==> src/rtl/sram_bus_arbiter.sv <==
// -----------------------------------------------------------------------------
// sram_bus_arbiter
//
// Shares one SRAM-like slave port (req / addr_ok / data_ok) between the
// instruction-fetch master and the data master. One address handshake is
// granted per cycle, and the data master always wins. Every accepted request
// records its owner in an in-order queue, so each data_ok / rdata from the
// slave goes back to the master that issued it.
//
// Parameters
//   MAX_OUTSTANDING : accepted requests that may still await data_ok
//                     (power of two, >= 1)
//   AW / DW         : address / data width; write-strobe width is DW/8
//
// Ports
//   clk, rst                      clock, synchronous active-high reset
//   inst_*  (req/wr/size/addr/wstrb/wdata in; addr_ok/data_ok/rdata out)
//   data_*  (same as inst_*)
//   out_*   (req/wr/size/addr/wstrb/wdata out; addr_ok/data_ok/rdata in)
// -----------------------------------------------------------------------------
module sram_bus_arbiter #(
  parameter int MAX_OUTSTANDING = 2,
  parameter int AW              = 32,
  parameter int DW              = 32
) (
  input  logic            clk,
  input  logic            rst,

  input  logic            inst_req,
  input  logic            inst_wr,
  input  logic [1:0]      inst_size,
  input  logic [AW-1:0]   inst_addr,
  input  logic [DW/8-1:0] inst_wstrb,
  input  logic [DW-1:0]   inst_wdata,
  output logic            inst_addr_ok,
  output logic            inst_data_ok,
  output logic [DW-1:0]   inst_rdata,

  input  logic            data_req,
  input  logic            data_wr,
  input  logic [1:0]      data_size,
  input  logic [AW-1:0]   data_addr,
  input  logic [DW/8-1:0] data_wstrb,
  input  logic [DW-1:0]   data_wdata,
  output logic            data_addr_ok,
  output logic            data_data_ok,
  output logic [DW-1:0]   data_rdata,

  output logic            out_req,
  output logic            out_wr,
  output logic [1:0]      out_size,
  output logic [AW-1:0]   out_addr,
  output logic [DW/8-1:0] out_wstrb,
  output logic [DW-1:0]   out_wdata,
  input  logic            out_addr_ok,
  input  logic            out_data_ok,
  input  logic [DW-1:0]   out_rdata
);

  // A depth of 1 still needs a 1-bit pointer; it simply never leaves 0.
  localparam int PW = (MAX_OUTSTANDING > 1) ? $clog2(MAX_OUTSTANDING) : 1;
  localparam int CW = $clog2(MAX_OUTSTANDING + 1);
  localparam logic [PW-1:0] LAST_IDX = PW'(MAX_OUTSTANDING - 1);
  localparam logic [CW-1:0] CNT_MAX  = CW'(MAX_OUTSTANDING);

  // Owner queue: 0 = inst, 1 = data.
  logic [MAX_OUTSTANDING-1:0] owner_reg;
  logic [MAX_OUTSTANDING-1:0] owner_wr_en;
  logic [PW-1:0]              wr_ptr_reg, wr_ptr_next;
  logic [PW-1:0]              rd_ptr_reg, rd_ptr_next;
  logic [CW-1:0]              count_reg, count_next;

  logic full, empty;
  logic grant_valid, grant_data;
  logic push, pop;
  logic head_owner;

  assign full  = (count_reg == CNT_MAX);
  assign empty = (count_reg == '0);

  // Grant depends only on requests, rst and the registered count. A pop in
  // this cycle does not free a slot until the next edge, which keeps
  // out_data_ok off the request/grant timing path.
  assign grant_valid = !rst && !full && (data_req || inst_req);
  assign grant_data  = grant_valid && data_req;

  // With no grant the fields fall through to the inst master; they are
  // don't-care to the slave because out_req is low.
  assign out_req   = grant_valid;
  assign out_wr    = grant_data ? data_wr    : inst_wr;
  assign out_size  = grant_data ? data_size  : inst_size;
  assign out_addr  = grant_data ? data_addr  : inst_addr;
  assign out_wstrb = grant_data ? data_wstrb : inst_wstrb;
  assign out_wdata = grant_data ? data_wdata : inst_wdata;

  assign data_addr_ok = out_addr_ok && grant_valid &&  grant_data;
  assign inst_addr_ok = out_addr_ok && grant_valid && !grant_data;

  assign push = grant_valid && out_addr_ok;
  // A response with nothing outstanding is a slave protocol error; drop it.
  assign pop  = !rst && out_data_ok && !empty;

  // Head-of-queue owner selected by the read pointer.
  always_comb begin
    head_owner = owner_reg[0];
    for (int i = 0; i < MAX_OUTSTANDING; i++) begin
      if (rd_ptr_reg == PW'(i)) begin
        head_owner = owner_reg[i];
      end
    end
  end

  assign inst_data_ok = pop && !head_owner;
  assign data_data_ok = pop &&  head_owner;
  assign inst_rdata   = out_rdata;
  assign data_rdata   = out_rdata;

  // Per-entry write enables for the owner queue.
  generate
    for (genvar gi = 0; gi < MAX_OUTSTANDING; gi++) begin : g_owner_we
      assign owner_wr_en[gi] = push && (wr_ptr_reg == PW'(gi));
    end
  endgenerate

  // Owner entries need no reset: count gates every read of them.
  always_ff @(posedge clk) begin
    for (int i = 0; i < MAX_OUTSTANDING; i++) begin
      if (owner_wr_en[i]) begin
        owner_reg[i] <= grant_data;
      end
    end
  end

  always_comb begin
    wr_ptr_next = wr_ptr_reg;
    rd_ptr_next = rd_ptr_reg;
    count_next  = count_reg;
    if (push) begin
      wr_ptr_next = (wr_ptr_reg == LAST_IDX) ? '0 : wr_ptr_reg + 1'b1;
    end
    if (pop) begin
      rd_ptr_next = (rd_ptr_reg == LAST_IDX) ? '0 : rd_ptr_reg + 1'b1;
    end
    case ({push, pop})
      2'b10:   count_next = count_reg + 1'b1;
      2'b01:   count_next = count_reg - 1'b1;
      default: count_next = count_reg;
    endcase
  end

  always_ff @(posedge clk) begin
    if (rst) begin
      wr_ptr_reg <= '0;
      rd_ptr_reg <= '0;
      count_reg  <= '0;
    end else begin
      wr_ptr_reg <= wr_ptr_next;
      rd_ptr_reg <= rd_ptr_next;
      count_reg  <= count_next;
    end
  end

endmodule

==> config.mk <==
export PLATFORM = sky130hd
export DESIGN_NAME = sram_bus_arbiter
export DESIGN_NICKNAME = d
export VERILOG_FILES = /design/src/rtl/sram_bus_arbiter.sv
export SDC_FILE = /design/constraint.sdc
export NUM_CORES = 1
export LEC_CHECK = 0
export CAP_MARGIN = 20
export CELL_PAD_IN_SITES_DETAIL_PLACEMENT = 2
export CELL_PAD_IN_SITES_GLOBAL_PLACEMENT = 2
export CORE_MARGIN = 8
export CORE_UTILIZATION = 11
export DETAILED_ROUTE_END_ITERATION = 8
export GPL_ROUTABILITY_DRIVEN = 0
export GPL_TIMING_DRIVEN = 0
export PLACE_DENSITY = 0.89
export SYNTH_ARGS = -nofsm -noshare
export SYNTH_HDL_FRONTEND = slang
export SYNTH_SLANG_ARGS = --single-unit
==> constraint.sdc <==
create_clock -name clk -period 4.15 [get_ports clk]
set_input_delay 0.83 -clock clk [delete_from_list [all_inputs] [get_ports clk]]
set_output_delay 0.83 -clock clk [all_outputs]
set_load 0.05 [all_outputs]
# Word-level counts from Yosys, hierarchy flattened
# Cells that the tools add are included.
word_totals:
  register_bits: 6
  input_bits: 180
  output_inout_bits: 140
  wordCells: 42
classes:
  n_addsub: 4
  n_eq_ne: 3
  muxes: 9
  n_bitwise: 1
  n_reduce_logical: 20
ops:
  columns: ["operator", "n"]
  rows:
  - ["2-to-1 mux 32 bit", 2]
  - ["logical AND 1 bit", 12]
  - ["zero test 1 bit", 5]
  - ["== test 2 bit (second input constant)", 2]
  - ["2-to-1 mux 1 bit", 4]
  - ["2-to-1 mux 4 bit", 1]
  - ["one-hot mux 2 bit (2 select lines)", 1]
  - ["adder 1 bit (second input constant)", 2]
  - ["adder 2 x 1 -> 2 bit (second input constant)", 1]
  - ["== test 2 x 1 -> 1 bit (second input constant)", 1]
  - ["zero test 2 bit", 1]
  - ["2-to-1 mux 2 bit", 1]
  - ["nonzero test 2 bit", 1]
  - ["subtractor 2 x 1 -> 2 bit (second input constant)", 1]
  - ["logical OR 1 bit", 1]
  - ["inverter 1 bit", 1]

# Depth between registers and ports, before layout
logic_depth:
  word_depth: 7
  ltp_mapped: 7
  mapped_depth_nobuf: 7

# Least setup slack after synthesis
# OpenSTA, ideal clock, no wires.
synth_path:
  path_kind: "input to output"
  startpoint: "in rst"
  endpoint: "out inst_data_ok"
  t_arrival_ns: 2.547
  required_time_ns: 3.320
  setup_slack_ns: 0.773
  path_stages: 2
  path_cell_list: "buf_2 -> nor4_1"
synth_between:
  elab_chain_cells: 4
synth_rtl:
  columns: ["item", "line_no", "text"]
  rows:
  - ["start, declared", "27", "input logic rst,"]
  - ["zero test 1 bit", "101", "assign pop = !rst && out_data_ok && !empty;"]
  - ["logical AND 1 bit (2 in a row)", "101", null]
  - ["logical AND 1 bit", "113", "assign inst_data_ok = pop && !head_owner;"]
  - ["end, declared", "36", "output logic inst_data_ok,"]
# Every way passes these cells.

# Worst setup path in the final report
layout_path:
  startpoint: "in data_req"
  endpoint: "out out_addr[29]"
layout_between:
  elab_chain_cells: 4
layout_rtl:
  columns: ["item", "line_no", "text"]
  rows:
  - ["start, declared", "39", "input logic data_req,"]
  - ["logical OR 1 bit", "84", "assign grant_valid = !rst && !full && (data_req || inst_req);"]
  - ["logical AND 1 bit", "84", null]
  - ["logical AND 1 bit (*)", "85", "assign grant_data = grant_valid && data_req;"]
  - ["2-to-1 mux 32 bit (*)", "92", "assign out_addr = grant_data ? data_addr : inst_addr;"]
  - ["end, declared", "52", "output logic [AW-1:0] out_addr,"]
# Every way passes the cells marked *; elsewhere a longest branch is shown, timed or not.

==> metrics.txt <==
Fillers=approximately 2,000; Post-Route WL=about 14,000 microns; PwrDens=215 mW/mm^2; crit path time final=3.87 ns; VDD IR max=0.0000892 V; TritonCTS Buffers=3; RSZ-0062 raised after global routing=false; class of the worst hold path=reg -> reg; largest cells by area after synthesis=mux2_4 (51%), buf_4 (24%), buf_12 (7.0%), dfxtp_1 (4.0%), edfxtp_1 (3.0%); Yosys top cell by area=mux2_4; global-route wire length before repair=18,300 microns; TritonCTS clock tree=done; Netlist cell types=24; vias per cell=about 3.5; drt wl/cell=19.8 microns; router iterations before antenna repair=4; # DRC=0; placed wire-length estimate=12,900 microns; gr usage total=about a tenth; Clock Sinks=6; top cell type's share of synthesized area=51.5%; largest net degree at the start of global routing=12; final period utilization=93.2%; mux contribution to synthesized area=52.6%; final net count=651; detailed-route via count=around 2,400; Placeable Area=~0.018 sq mm; largest family of logic cells by synthesized area=multiplexers; initial core utilization=11.2%; Synth Instances=179; antenna violations before repair=0; vias in the first global route=slightly below 3,000; adder-cell share of the synthesized area=0.622%; status=finished clean; Peak Freq=0.259 GHz; combinational fraction of design power=between 70% and 80%; Slew Limit Headroom=a little over three fifths; Post-CTS Setup Bufs=0; hold_buf cts=0; Post-Synthesis Net Count=360; DRT antenna net count=0; worst-case clock buffer depth=2; worst setup path class=in -> out; P_sw=0.000513 W; worst skew pair latency=0.23 ns; setup ws final=0.284 ns; clock root buffer=clkbuf_16; Worst setup SP type=input pin; Layout area overhead=160%; Initial DRC Count=14; dpl ws=0.257 ns; Total Die Area=0.0229 sq mm; IO buf count=286; worst-path fanout max=10; Fin Setup TNS=0 ns; cell internal pwr=0.000612 W; Sw Share=45.6%; Critical Path RT=about 3.3 ns; worst-margin pin slew=around 0.56 ns; n_diodes=0; Mean Syn Cell Area=11.2 sq um; reg-to-reg slack, setup=2.15 ns; XOR/XNOR share of the synthesized area=around 1.3%; die height=between 150 and 200 microns; clock power share=14.4%; max cap viols=0; critical path arrival=3.04 ns; Compound-Gate Fraction of Synth Area=1.99%; htree depth=1; Flop pwr share=6.4%; Die X=151 microns; CP endpoint kind=primary output; skew final=0.00146 ns; Setup violations, final=0; flops & latches, synth=6; Final Hold Fails=0; final core utilization=between 20% and 30%; synthesized area=0.00201 sq mm; Max Transition Viols Final=0; Reg clk slew, reported paths=0.03 ns; row count=49; post-CTS resize count=0; Ports=320; LEAKAGE=about 2.2 nW; Post-Synth Simple-Gate Area=4.54%; post-synthesis sequential area ratio=under 10%; layout cells sized above 1=between 30% and 40%; yosys warns=0; grt ovf=0
==> per-stage QoR <==
stage                     std cells  cell area (sq um)  total power (W)  hold slack (ns)
after floorplan                 179               2010         0.000622            0.460
after global placement          694               5160         0.000952            0.473
after detailed placement        694               5160         0.000970            0.525
after CTS                       698               5240          0.00114            0.542
after global routing            698               5240          0.00116            0.585
final                           698               5240          0.00112            0.533
==> worst max-delay path, stage by stage <==
cell and delay [ns]:
clkdlybuf4s50_1 0.53, nor3b_2 0.20, buf_6 0.24, buf_12 0.18, mux2_4 0.33, clkdlybuf4s50_1 0.71
==> area by class of cell <==
type / count / area [sq um] / share of cell area, %
buffer: 73 / 637 / 12.2
clock buffer: 4 / 78.8 / 1.50
inverter: 2 / 7.51 / 0.143
multi-input combinational: 98 / 1230 / 23.4
sequential: 6 / 140 / 2.67
tap: 229 / 287 / 5.47
timing repair buffer: 286 / 2860 / 54.6
==> placed cells by master (no fill, tap or decap) <==
cell type,count
and2_1,3
nor4_1,1
o21a_1,1
ha_1,1
buf_4,64
mux2_4,69
dfxtp_1,4
buf_2,1
a21oi_1,1
mux2_2,2
clkbuf_16,3
nor2_1,6
xor2_1,2
clkdlybuf4s50_1,286
o21ai_0,4
buf_12,7
buf_6,1
nor3b_2,1
inv_1,2
nor2b_1,1
or3_1,1
nor3_1,2
clkbuf_1,1
nor2b_2,1
xnor2_1,1
edfxtp_1,2
o211ai_1,1
==> cell usage after synthesis, drive strengths merged <==
cell type and n:
nor2b 2, and2 3, a21oi 1, nor2 6, o21ai 4, xnor2 1, nor3 2, edfxtp 2
buf 73, xor2 2, o21a 1, o211ai 1, inv 2, nor4 1, or3 1, ha 1
dfxtp 4, nor3b 1, mux2 71
==> kinds of logic after synthesis <==
| logic type | after synthesis |
|---|---|
| AND/OR/NAND/NOR | 16 |
| multiplexers | 71 |
| AO/OA/AOI/OAI | 7 |
| XOR/XNOR | 3 |
| buffers and inverters | 75 |
| adder cells (fa/ha/maj) | 1 |
| flip-flops | 6 |
==> layer usage <==
metal | up-vias | routed length, microns | part of all wire (%) | GRT usage, %
met1 | 1118 | 4110 | 30 | 9.32
met3 | 12 | 1530 | 11 | 2.60
met4 | 0 | 249 | 1.8 | 2.72
met5 | - | 0 | 0 | 0
li1 | 1130 | - | - | -
met2 | 164 | 7960 | 57 | 22.5
==> power by group through the flow <==
stage	combinational, W	sequential [W]	clock (W)
final	0.000891	0.0000717	0.000162
after global routing	0.000922	0.0000726	0.000167
after CTS	0.000902	0.0000718	0.000164
after detailed placement	0.000898	0.0000721	0
after global placement	0.000881	0.0000712	0
after floorplan	0.000552	0.0000707	0
==> worst paths after layout <==
kind                             start                         to  depth (start not counted)
min reg2reg  count_reg[1]$_SDFFE_PP0P_  count_reg[1]$_SDFFE_PP0P_                          2
max reg2reg  count_reg[0]$_SDFFE_PP0P_  count_reg[1]$_SDFFE_PP0P_                          6
max                           data_req               out_addr[29]                          6
min          count_reg[1]$_SDFFE_PP0P_  count_reg[1]$_SDFFE_PP0P_                          2
Power figures use the tool's default switching activity.
